File: src/rtl/spi_frame_decoder_if.sv
// spi_frame_decoder_if: command handshake from the frame decoder to the register/control logic.
interface spi_frame_decoder_if;
  logic        cmd_valid;
  logic        cmd_ready;
  logic [1:0]  cmd_op;
  logic [5:0]  cmd_addr;
  logic [23:0] cmd_data;
  modport master (output cmd_valid, cmd_op, cmd_addr, cmd_data, input cmd_ready);
  modport slave (input cmd_valid, cmd_op, cmd_addr, cmd_data, output cmd_ready);
endinterface

File: src/rtl/spi_frame_decoder.sv
// spi_frame_decoder: captures the SPI word at ss_n rising and issues one command per frame.
// Define SPI_PARITY_CHECK_EN to also reject words with odd overall parity.
module spi_frame_decoder #(
  parameter int FCNT_W = 8,
  parameter int ECNT_W = 4
) (
  input  logic                  clock,
  input  logic                  reset_n,
  input  logic                  ss_n,
  input  logic [31:0]           spi_word,
  input  logic                  overrun_clr,
  spi_frame_decoder_if.master   cmd,
  output logic                  frame_error,
  output logic                  overrun,
  output logic [FCNT_W-1:0]     frame_count,
  output logic [ECNT_W-1:0]     error_count,
  output logic                  busy
);
  typedef enum logic [1:0] {IDLE, CAPTURE, CHECK, ISSUE} state_t;
  state_t      state, state_nx;
  logic [2:0]  ss_sync;
  logic [31:0] word_q;
  logic [1:0]  op_q;
  logic [5:0]  addr_q;
  logic [23:0] data_q;
  logic        frame_end, bad, valid;
  assign frame_end = ss_sync[2:1] == 2'b01;
`ifdef SPI_PARITY_CHECK_EN
  assign bad = (&word_q[31:30]) | (^word_q);
`else
  assign bad = &word_q[31:30];
`endif
  assign cmd.cmd_valid = valid;
  assign cmd.cmd_op    = op_q;
  assign cmd.cmd_addr  = addr_q;
  assign cmd.cmd_data  = data_q;
  always_ff @(posedge clock or negedge reset_n)
    if (!reset_n) state <= IDLE;
    else state <= state_nx;
  always_comb begin
    state_nx = state == IDLE    ? (frame_end ? CAPTURE : IDLE) :
               state == CAPTURE ? CHECK :
               state == CHECK   ? (bad ? IDLE : ISSUE) :
                                  (cmd.cmd_ready ? IDLE : ISSUE);
    valid    = state == ISSUE;
    busy     = state != IDLE;
  end
  always_ff @(posedge clock or negedge reset_n)
    if (!reset_n) begin
      ss_sync     <= 3'b111;
      word_q      <= '0;
      op_q        <= '0;
      addr_q      <= '0;
      data_q      <= '0;
      frame_error <= 1'b0;
      overrun     <= 1'b0;
      frame_count <= '0;
      error_count <= '0;
    end else begin
      ss_sync     <= {ss_sync[1:0], ss_n};
      frame_error <= state == CHECK && bad;
      // a frame ending while one is still in flight is dropped; set beats clear
      overrun     <= (frame_end && state != IDLE) | (overrun & ~overrun_clr);
      if (state == CAPTURE) word_q <= spi_word;
      if (state == CHECK && !bad) begin
        op_q        <= word_q[31:30];
        addr_q      <= word_q[29:24];
        data_q      <= word_q[23:0];
        frame_count <= frame_count + FCNT_W'(1);
      end
      if (state == CHECK && bad && !(&error_count)) error_count <= error_count + ECNT_W'(1);
    end
endmodule

File: src/flat_wrapper.sv
// flat-port wrapper written by rule: the top's interface ports become plain ports
module spi_frame_decoder_flat 
#(
  parameter int FCNT_W = 8,
  parameter int ECNT_W = 4
)
  (clock, reset_n, ss_n, spi_word, overrun_clr, frame_error, overrun, frame_count, error_count, busy, cmd_cmd_valid, cmd_cmd_op, cmd_cmd_addr, cmd_cmd_data, cmd_cmd_ready);
  spi_frame_decoder_if cmd_i ();
  input  logic clock;
  input  logic reset_n;
  input  logic ss_n;
  input  logic [31:0] spi_word;
  input  logic overrun_clr;
  output logic frame_error;
  output logic overrun;
  output logic [FCNT_W-1:0] frame_count;
  output logic [ECNT_W-1:0] error_count;
  output logic busy;
  output wire logic [$bits(cmd_i.cmd_valid)-1:0] cmd_cmd_valid;
  output wire logic [$bits(cmd_i.cmd_op)-1:0] cmd_cmd_op;
  output wire logic [$bits(cmd_i.cmd_addr)-1:0] cmd_cmd_addr;
  output wire logic [$bits(cmd_i.cmd_data)-1:0] cmd_cmd_data;
  input wire logic [$bits(cmd_i.cmd_ready)-1:0] cmd_cmd_ready;
  assign cmd_cmd_valid = cmd_i.cmd_valid;
  assign cmd_cmd_op = cmd_i.cmd_op;
  assign cmd_cmd_addr = cmd_i.cmd_addr;
  assign cmd_cmd_data = cmd_i.cmd_data;
  assign cmd_i.cmd_ready = cmd_cmd_ready;
  spi_frame_decoder #(.FCNT_W(FCNT_W), .ECNT_W(ECNT_W)) u_core (.clock(clock), .reset_n(reset_n), .ss_n(ss_n), .spi_word(spi_word), .overrun_clr(overrun_clr), .cmd(cmd_i), .frame_error(frame_error), .overrun(overrun), .frame_count(frame_count), .error_count(error_count), .busy(busy));
endmodule
File: config.mk
export PLATFORM = sky130hd
export DESIGN_NAME = spi_frame_decoder_flat
export DESIGN_NICKNAME = d
export VERILOG_FILES = /design/src/rtl/spi_frame_decoder_if.sv /design/src/rtl/spi_frame_decoder.sv /design/src/flat_wrapper.sv
export SDC_FILE = /design/constraint.sdc
export NUM_CORES = 1
export LEC_CHECK = 0
export ABC_AREA = 0
export BUFFER_PORTS_ARGS = -buffer_cell sky130_fd_sc_hd__buf_2
export CAP_MARGIN = 20
export CORE_MARGIN = 2
export CORE_UTILIZATION = 30
export CTS_CLUSTER_SIZE = 24
export DETAILED_ROUTE_END_ITERATION = 8
export GPL_TIMING_DRIVEN = 0
export PLACE_DENSITY_LB_ADDON = 0.3
export SLEW_MARGIN = 20
export SYNTH_ARGS = -nofsm -noshare
export SYNTH_HDL_FRONTEND = slang
export SYNTH_SLANG_ARGS = --single-unit
File: constraint.sdc
create_clock -name clock -period 2.2 [get_ports clock]
set_input_delay 0.44 -clock clock [delete_from_list [all_inputs] [get_ports clock]]
set_output_delay 0.44 -clock clock [all_outputs]
set_load 0.03 [all_outputs]
Yosys cells after proc, flatten, opt, wreduce, memory -nomap -nowiden. Cells that the tools add are included.

$add $sub $neg: 2. Eq/ne operators: 4. Multiplexer cells: 6. Bitwise logic cells: 3. Reductions and logical operators: 10.

Operators with widths (count): 2-bit two-way mux (5); 8-bit by 1-bit adder with 8-bit output (second input constant) (1); 4-bit by 1-bit adder with 4-bit output (second input constant) (1); 2-bit by 1-bit equality test with 1-bit output (second input constant) (2); 2-bit equality test (second input constant) (2); 1-bit logical AND (4); 4-bit AND reduction (1); 1-bit logical NOT (2); 2-bit logical NOT (1); 2-bit AND reduction (1); 2-bit nonzero test (1); 1-bit AND (1); 1-bit two-way mux (1); 1-bit inverter (1); 1-bit bitwise OR (1).

Register bits after elaboration: 83. Input port bits: 37. Output and inout port bits: 48.

Longest topological paths before layout. Gate-level depths: netlist (run 1).

Depth in word-level cells: 5. Depth in mapped cells: 6.

Worst setup path after synthesis (run 1). OpenSTA, ideal clock, no wires.

Kind: flip-flop to flip-flop. From: register u_core.word_q[30]. To: register u_core.addr_q[4], in the netlist u_core.cmd.cmd_addr[4]. Library setup time: 125 ps. Arrival time: 1450 ps. Data required time: 2075 ps. Setup slack: 625 ps. Cell stages (with the launch flop): 7. Buffers on the path: 3. Clock period less this slack: 1575 ps. Cell sequence: dfrtp_1 -> and2_4 -> buf_6 -> or2_1 -> buf_6 -> buf_12 -> mux2_4.

Longest elaborated chain between the ends: 3.

RTL lines: start: declaration (RTL line spi_frame_decoder.sv:22) `logic [31:0] word_q;`; start signal: assignment (RTL line spi_frame_decoder.sv:64) `if (state == CAPTURE) word_q <= spi_word;`; 2-bit AND reduction (RTL line spi_frame_decoder.sv:31) `assign bad = &word_q[31:30];`; 1-bit logical NOT (RTL line spi_frame_decoder.sv:65) `if (state == CHECK && !bad) begin`; 1-bit logical AND (RTL line spi_frame_decoder.sv:65); end signal: assignment (RTL line spi_frame_decoder.sv:67) `addr_q <= word_q[29:24];`; end: declaration (RTL line spi_frame_decoder.sv:24) `logic [5:0] addr_q;`.

Every way passes these cells. A chain may end at the register's enable or synchronous reset.

Final worst setup path (run 1).
From: register u_core.word_q[30]. To: register u_core.data_q[16], in the netlist u_core.cmd.cmd_data[16].

Longest elaborated chain between the ends: 3.

RTL lines: 2-bit AND reduction (RTL line spi_frame_decoder.sv:31); 1-bit logical NOT (RTL line spi_frame_decoder.sv:65); 1-bit logical AND (RTL line spi_frame_decoder.sv:65); end signal: assignment (RTL line spi_frame_decoder.sv:68) `data_q <= word_q[23:0];`; end: declaration (RTL line spi_frame_decoder.sv:25) `logic [23:0] data_q;`.

Every way passes these cells.

==> qor.yml, run 1 <==
finish:
  multiInputGateArea_um2: 1139
  flow.area_growth_from_synthesis_pct: 24.58
  final_core_utilization: 0.3832
  post_layout_nonfiller_instances: 448
  mostFrequentLayoutCell: "buf_2"
  layout.nets: 342
  diodes: 0
  layout-drive-gt1-share: 0.5682
  most-common-layout-cells: "buf_2, dfrtp_1, mux2_2, mux2_4, clkbuf_8"
  fillers: 1072
  register_area_um2: 2081
setup_path:
  critPathLaunchType: "flop"
  critical_path_required_ns: 2.45
  critPathMaxFanout: 10
  critical-path-top-delay-family: "buffers and inverters"
  timing.reg2reg.setup_slack_ns: 0.52
  worst_r2r_startpoint: "u_core.word_q[30]$_DFFE_PN0N_"
  critPathSlowestCell: "dfrtp_1"
  worstSetupPathType: "flop to flop"
  worst_reg_to_reg_cells: 6
  critPathMostFrequentCell: "buf_6"
  worstReg2RegEnd: "u_core.cmd.cmd_data[16]$_DFFE_PN0P_"
  ordered_cell_list_for_the_critical_path: "and2_4, buf_6, or2_1, buf_6, buf_12, mux2_4"
  worst_setup_path_end_kind: "flop"
  cp_data_arrival_time_ns: 1.92
  critPathBufInv: 3
  cpPeakStageDelay_ns: 0.42
synth:
  postSynthRegisterBits: 83
  yosysUniqueCellTypes: 33
  ys.warnings.count: 0
  post_synth_inst_count: 207
  syn-num-nets: 246
  combined_area_of_all_synthesized_cells_um2: 3334
  synth-seq-area-share: 0.6240
  post_synth.cell_area_avg_um2: 16.11
sta:
  setup_failing_eps_final: 0
  worst_clock_skew_ns: 0.006692
  totalNegativeSetupSlack_ns: 0
  peak_freq_mhz: 595.6
  timing.final.crit_share: 0.7631
  finalHoldWorstSlack_ns: 0.05461
  final-max-slew-violation-count: 0
  max_slew.worst_pin.slew_ns: 0.5390
  finalHoldViolations: 0
  slew_headroom: 0.6406
  unrepaired_setup_endpoints_after_global_routing: "no"
  post-route-min-period_ns: 1.679
pwr:
  max-vdd-ir-drop_v: 0.0005913
  clockPowerShare: 0.154
  share_seq_of_total_power: 0.382
  cellPowerDensity_nw_per_um2: 1710
  p_comb_frac: 0.464
  internal_power_mw: 4.412
  p_sw_frac: 0.3789
  p_leak_nw: 2.038
  switchingPower_mw: 2.692
routing:
  firstDrtPassIters: 4
  routed-via-count: 1966
  wl_per_cell_um: 14.32
  post-route-drc-count: 0
  detail-route-antenna-nets: 0
  drt_iter0_markers: 86
  via_per_inst: 4.388
  routed_wl_mm: 6.415
cts:
  cts_sinks: 83
  cts-root-to-sink-buffers: 2
  tritoncts_buffer_count: 9
  clkTransAtPathRegs_ns: 0.08
  ctsHtreeMaxLevel: 3
  clock_tree_from_tritoncts: "done"
  worst_skew_pair.late_latency_ns: 0.36
  cts_root_buf: "clkbuf_8"
  postCtsHoldBufs: 0
  cts_post_setup_buffers_inserted: 0
  cts_resized: 0
global_route:
  grt_pass1_vias: 1990
  initial_antenna_violation_count: 1
  wire_length_of_the_first_global_routing_pass_mm: 10.48
  overflow: 0
  grt_use_total: 0.1188
  grt_max_degree: 46
placement:
  globalplace.congestion: 0.6519
  placed_cells: 432
  portBuffers: 84
  detailedPlacementHpwl_mm: 4.302
floorplan:
  fp.dieH_um: 109.4
  core_region_area_um2: 10840
  die_area_um2: 11970
  floorplan.die.width_um: 109.4
  design.portCount: 85
  standard_cell_row_count: 38
  start_util: 0.3076
hold_path:
  worstHoldPathType: "primary input to async pin"
outcome:
  status: "complete, no violations"
job:
  timing.max_cap.violations: 0
==> area by class of cell <==
| class | count | area share |
|---|---|---|
| inverters | 3 | 0.002711 |
| clock inverters | 5 | 0.01265 |
| clock buffers | 11 | 0.03404 |
| flip-flops and latches | 83 | 0.5009 |
| multi-input cells | 110 | 0.2741 |
| plain buffers | 11 | 0.02500 |
| repair buffers | 85 | 0.1084 |
| well taps | 140 | 0.04217 |
==> through the flow <==
stage / area (um^2) / total power [mW] / setup WS (ns)
5_1_grt: 4154 / 7.608 / 0.4310
6_report: 4154 / 7.104 / 0.5211
2_1_floorplan: 3334 / 5.234 / 0.6249
3_3_place_gp: 3930 / 5.994 / -0.04148
4_1_cts: 4154 / 7.244 / 0.4988
3_5_place_dp: 3960 / 6.093 / 0.5163
==> flip-flops by register name, summed over array words and instances (netlist names) <==
name,count
u_core.cmd.cmd_addr,6
u_core.cmd.cmd_data,24
u_core.cmd.cmd_op,2
u_core.error_count,4
u_core.frame_count,8
u_core.frame_error,1
u_core.overrun,1
u_core.ss_sync,3
u_core.state,2
u_core.word_q,32
==> synthesized netlist by cell type, drive strengths merged <==
library cell	number	area [um^2]
a21oi	1	5.000
a31oi	1	6.260
and2	2	15.02
and4b	1	10.01
buf	8	92.58
clkbuf	3	11.26
dfrtp	80	2002
dfstp	3	78.83
ha	2	25.02
inv	3	11.26
mux2	65	833.3
nand2	6	22.52
nand2b	4	25.02
nand3	3	15.01
nand4	2	12.51
nor2	3	11.26
nor2b	1	6.260
nor3	1	5.000
nor3b	1	7.510
nor4	3	18.77
nor4b	1	8.760
o22a	2	17.52
o311ai	1	8.760
o32ai	1	8.760
or2	1	6.260
xnor2	2	17.52
xor2	6	52.55
==> layer usage <==
metal,track usage,vias up,wire length (um)
li1,-,907,-
met1,0.1493,984,3062
met2,0.1724,59,2770
met3,0.04801,14,407
met4,0.06781,2,162
met5,0,-,12
==> power by group through the flow <==
stage	Clock, mW	Combinational [mW]	Sequential, mW
final	1.10	3.29	2.72
after global routing	1.23	3.55	2.83
after CTS	1.16	3.36	2.72
after detailed placement	0	3.35	2.75
after global placement	0	3.29	2.71
after floorplan	0	1.80	3.44
==> worst max path at each step <==
| stage | start | endpoint | slack, ns | cells past startpoint |
|---|---|---|---|---|
| final | u_core.word_q[30]$_DFFE_PN0N_ | u_core.cmd.cmd_data[16]$_DFFE_PN0P_ | 0.52 | 6 |
| after global routing | u_core.word_q[30]$_DFFE_PN0N_ | u_core.cmd.cmd_data[17]$_DFFE_PN0P_ | 0.43 | 6 |
| after CTS | u_core.word_q[30]$_DFFE_PN0N_ | u_core.cmd.cmd_data[16]$_DFFE_PN0P_ | 0.50 | 6 |
| after detailed placement | u_core.word_q[30]$_DFFE_PN0N_ | u_core.cmd.cmd_data[16]$_DFFE_PN0P_ | 0.52 | 6 |
| after global placement | reset_n | u_core.cmd.cmd_data[10]$_DFFE_PN0P_ | -0.04 | 1 |
| after floorplan | u_core.word_q[30]$_DFFE_PN0N_ | u_core.cmd.cmd_addr[4]$_DFFE_PN0P_ | 0.62 | 6 |
==> kinds of logic after synthesis <==
kind of cell / synth area share
AOI/OAI and AO/OA: 0.01389
xor gates and xnor gates: 0.02101
adders and majority gates: 0.007503
buffers and inverters: 0.03452
DFF: 0.6240
muxes: 0.2499
and+or+nand+nor: 0.04916
No activity file was read; power rests on OpenSTA's default activity.
==> run 2: changes to the inputs <==
==> constraint.sdc (replaced) <==
create_clock -name clock -period 1.38 [get_ports clock]
set_input_delay 0.276 -clock clock [delete_from_list [all_inputs] [get_ports clock]]
set_output_delay 0.276 -clock clock [all_outputs]
set_load 0.03 [all_outputs]
==> run 2 against run 1 <==
  * The run now ends with setup timing left
  * Power increased by 87%
  * Core utilization up 4.9 points
  * Global-route usage grew 0.073 points
  * Wire length up 8.9%
  * Sequential share of layout area shrank 5.6 points
  * Count of clock-buffer cells in the layout stayed put
  * Fmax rose by 8.8%
  * Die area unchanged
  * Non-clock buffer count up 15
  * Via count is 4.3% higher
  * First-iteration DRC count decreased by 14%
  * Largest cell class unchanged
  * Largest power group unchanged
==> qor.yml, run 2 (synthesis gave the netlist of run 1 again) <==
routing:
  firstDrtPassIters: 3  # -1
  via_per_inst: 4.430  # +0.94%
  wl_per_cell_um: 15.08  # +5.3%
  detail-route-antenna-nets: 0  # unchanged
  routed_wl_mm: 6.984  # +8.9%
  drt_iter0_markers: 74  # -14%
  routed-via-count: 2051  # +4.3%
  post-route-drc-count: 0  # unchanged
cts:
  cts_root_buf: "clkbuf_8"
  cts_sinks: 83  # unchanged
  clock_tree_from_tritoncts: "done"
  ctsHtreeMaxLevel: 3  # unchanged
  clkTransAtPathRegs_ns: 0.08  # about the same
  tritoncts_buffer_count: 9  # unchanged
  cts-root-to-sink-buffers: 2  # unchanged
  worst_skew_pair.late_latency_ns: 0.35  # about the same
placement:
  placed_cells: 432  # unchanged
  portBuffers: 84  # unchanged
  detailedPlace.worstSlack_ns: -0.2759  # -0.7922 ns
  detailedPlacementHpwl_mm: 4.373  # +1.6%
  globalplace.congestion: 0.6746  # +3.5%
outcome:
  status: "finished with violations"
  failed_checks: "setup timing"
hold_path:
  worstHoldPathType: "primary input to flop"
pwr:
  p_leak_nw: 2.376  # +17%
  share_seq_of_total_power: 0.331  # -0.051
  switchingPower_mw: 4.758  # +77%
  p_comb_frac: 0.509  # +0.045
  p_sw_frac: 0.3587  # -0.02023
  cellPowerDensity_nw_per_um2: 2832  # +66%
  clockPowerShare: 0.160  # +0.006
  internal_power_mw: 8.508  # +93%
  max-vdd-ir-drop_v: 0.0009373  # +59%
setup_path:
  critPathLaunchType: "flop"
  worstSetupPathType: "flop to flop"
  cp_data_arrival_time_ns: 1.78  # -0.14 ns
  critical_path_required_ns: 1.62  # -0.83 ns
  worst_setup_path_end_kind: "flop"
  critPathMaxFanout: 7  # -3
sta:
  post-route-min-period_ns: 1.543  # -0.1362 ns
  final-max-slew-violation-count: 0  # unchanged
  max_slew.worst_pin.slew_ns: 0.5581  # +0.01908 ns
  unrepaired_setup_endpoints_after_global_routing: "yes"
  setup_failing_eps_final: 67  # +67
  peak_freq_mhz: 648.2  # +8.8%
  postLayoutSetupSlackWorst_ns: -0.1627  # -0.6838 ns
  worst_clock_skew_ns: 0.004477  # -0.002215 ns
  finalHoldViolations: 0  # unchanged
  finalHoldWorstSlack_ns: 0.1166  # +0.06196 ns
  timing.final.crit_share: 1.118  # +0.3548
  slew_headroom: 0.6279  # -0.01272
global_route:
  globalRouteMet1Util: 0.1547  # +0.005435
  top_usage_layer: "met2"
  initial_antenna_violation_count: 0  # -1
  gr-usage-met2: 0.1839  # +0.01146
  overflow: 0  # unchanged
  wire_length_of_the_first_global_routing_pass_mm: 10.76  # +2.6%
  grt_use_total: 0.1196  # +0.0007307
  met3_usage: 0.03082  # -0.01719
  grt_pass1_vias: 2144  # +7.7%
  grt_max_degree: 43  # -6.5%
finish:
  multiInputGateArea_um2: 1359  # +19%
  post_layout_nonfiller_instances: 463  # +3.3%
  layout.nets: 357  # +4.4%
  most-common-layout-cells: "buf_2, dfrtp_1, mux2_4, buf_4, clkbuf_8"
  register_area_um2: 2086  # +0.24%
  layout-drive-gt1-share: 0.6625  # +0.09436
  mostFrequentLayoutCell: "buf_2"
  diodes: 0  # unchanged
  flow.area_growth_from_synthesis_pct: 40.49
  fillers: 990  # -7.6%
  largest_reg_flops: 32  # unchanged
  register_bank_with_the_most_flops: "u_core.word_q"
job:
  timing.max_cap.violations: 0  # unchanged
floorplan:
  die_area_um2: 11970  # unchanged
  design.portCount: 85  # unchanged
  start_util: 0.3076  # unchanged
  standard_cell_row_count: 38  # unchanged
  core_region_area_um2: 10840  # unchanged
  fp.dieH_um: 109.4  # unchanged
  floorplan.die.width_um: 109.4  # unchanged
[run 2: cell count changes in the layout (fill, tap and decap cells not counted), moves of 3 or more]
cell      before  now
buf_12         2    8
buf_2         86   81
buf_4          1   12
clkbuf_1       4    1
dfrtp_1       80   76
dfrtp_2        0    4
mux2_2        36    9
mux2_4        27   56
nor4_1         3    0
[run 2: stage by stage]
step / instance area [um^2] / setup TNS [ns] / utilization / power, mW
floorplan: 3337 / -4.827 / - / 8.351
global placement: 3933 / -68.95 / 0.3628 / 9.557
detailed placement: 3955 / -15.58 / 0.3648 / 9.729
CTS: 4417 / -10.45 / 0.4074 / 12.58
global route: 4684 / -9.025 / 0.4321 / 14.04
finish: 4684 / -5.555 / 0.4321 / 13.27
[run 2: area by class of cell]
class                   instances  area share
inverters                       3    0.002404
repair buffers                104      0.1466
plain buffers                   7     0.02671
well taps                     140     0.03739
flip-flops and latches         83      0.4452
multi-input cells             110      0.2901
clock inverters                 5     0.02137
clock buffers                  11     0.03018
[run 2: path summary, 6_finish.rpt]
kind	from	to	slack, ns	depth (start not counted)
worst max-delay path	u_core.word_q[30]$_DFFE_PN0N_	u_core.cmd.cmd_data[15]$_DFFE_PN0P_	-0.16	4
worst min-delay path	overrun_clr	u_core.overrun$_DFF_PN0_	0.12	2
worst max register to register	u_core.word_q[30]$_DFFE_PN0N_	u_core.cmd.cmd_data[15]$_DFFE_PN0P_	-0.16	4
worst min register to register	u_core.ss_sync[0]$_DFF_PN1_	u_core.ss_sync[1]$_DFF_PN1_	0.36	0
max in group asynchronous	reset_n	u_core.ss_sync[1]$_DFF_PN1_	0.26	3
min in group asynchronous	reset_n	u_core.cmd.cmd_op[1]$_DFFE_PN0P_	0.45	2
[run 2: critical path, cell delays in order, from the launching register on]
cell	delay (ns)
dfrtp_1	0.42
and2_4	0.18
or2_4	0.35
buf_12	0.18
mux2_4	0.29
[run 2: repair_timing]
| item | 4_1_cts | 5_1_grt |
|---|---|---|
| cloned | 3 | 0 |
| hold buffers | 2 | 0 |
| pin swaps | 2 | 4 |
| endpoints found under the hold margin | 42 | 0 |
| endpoints found under the setup margin | 72 | 76 |
| setup buffers | 7 | 7 |
| gates resized for setup | 26 | 55 |
[run 2: routing by layer]
metal,share of wire,routed length [um]
met2,0.47,3282
met3,0.048,338
met5,0,0
met4,0.017,121
met1,0.46,3243
[run 2: power groups by stage]
stage,clock (mW),combinational (mW),sequential [mW]
finish,2.13,6.75,4.39
global route,2.30,7.18,4.56
CTS,2.20,6.03,4.35
detailed placement,0,5.35,4.38
global placement,0,5.24,4.32
floorplan,0,2.87,5.48
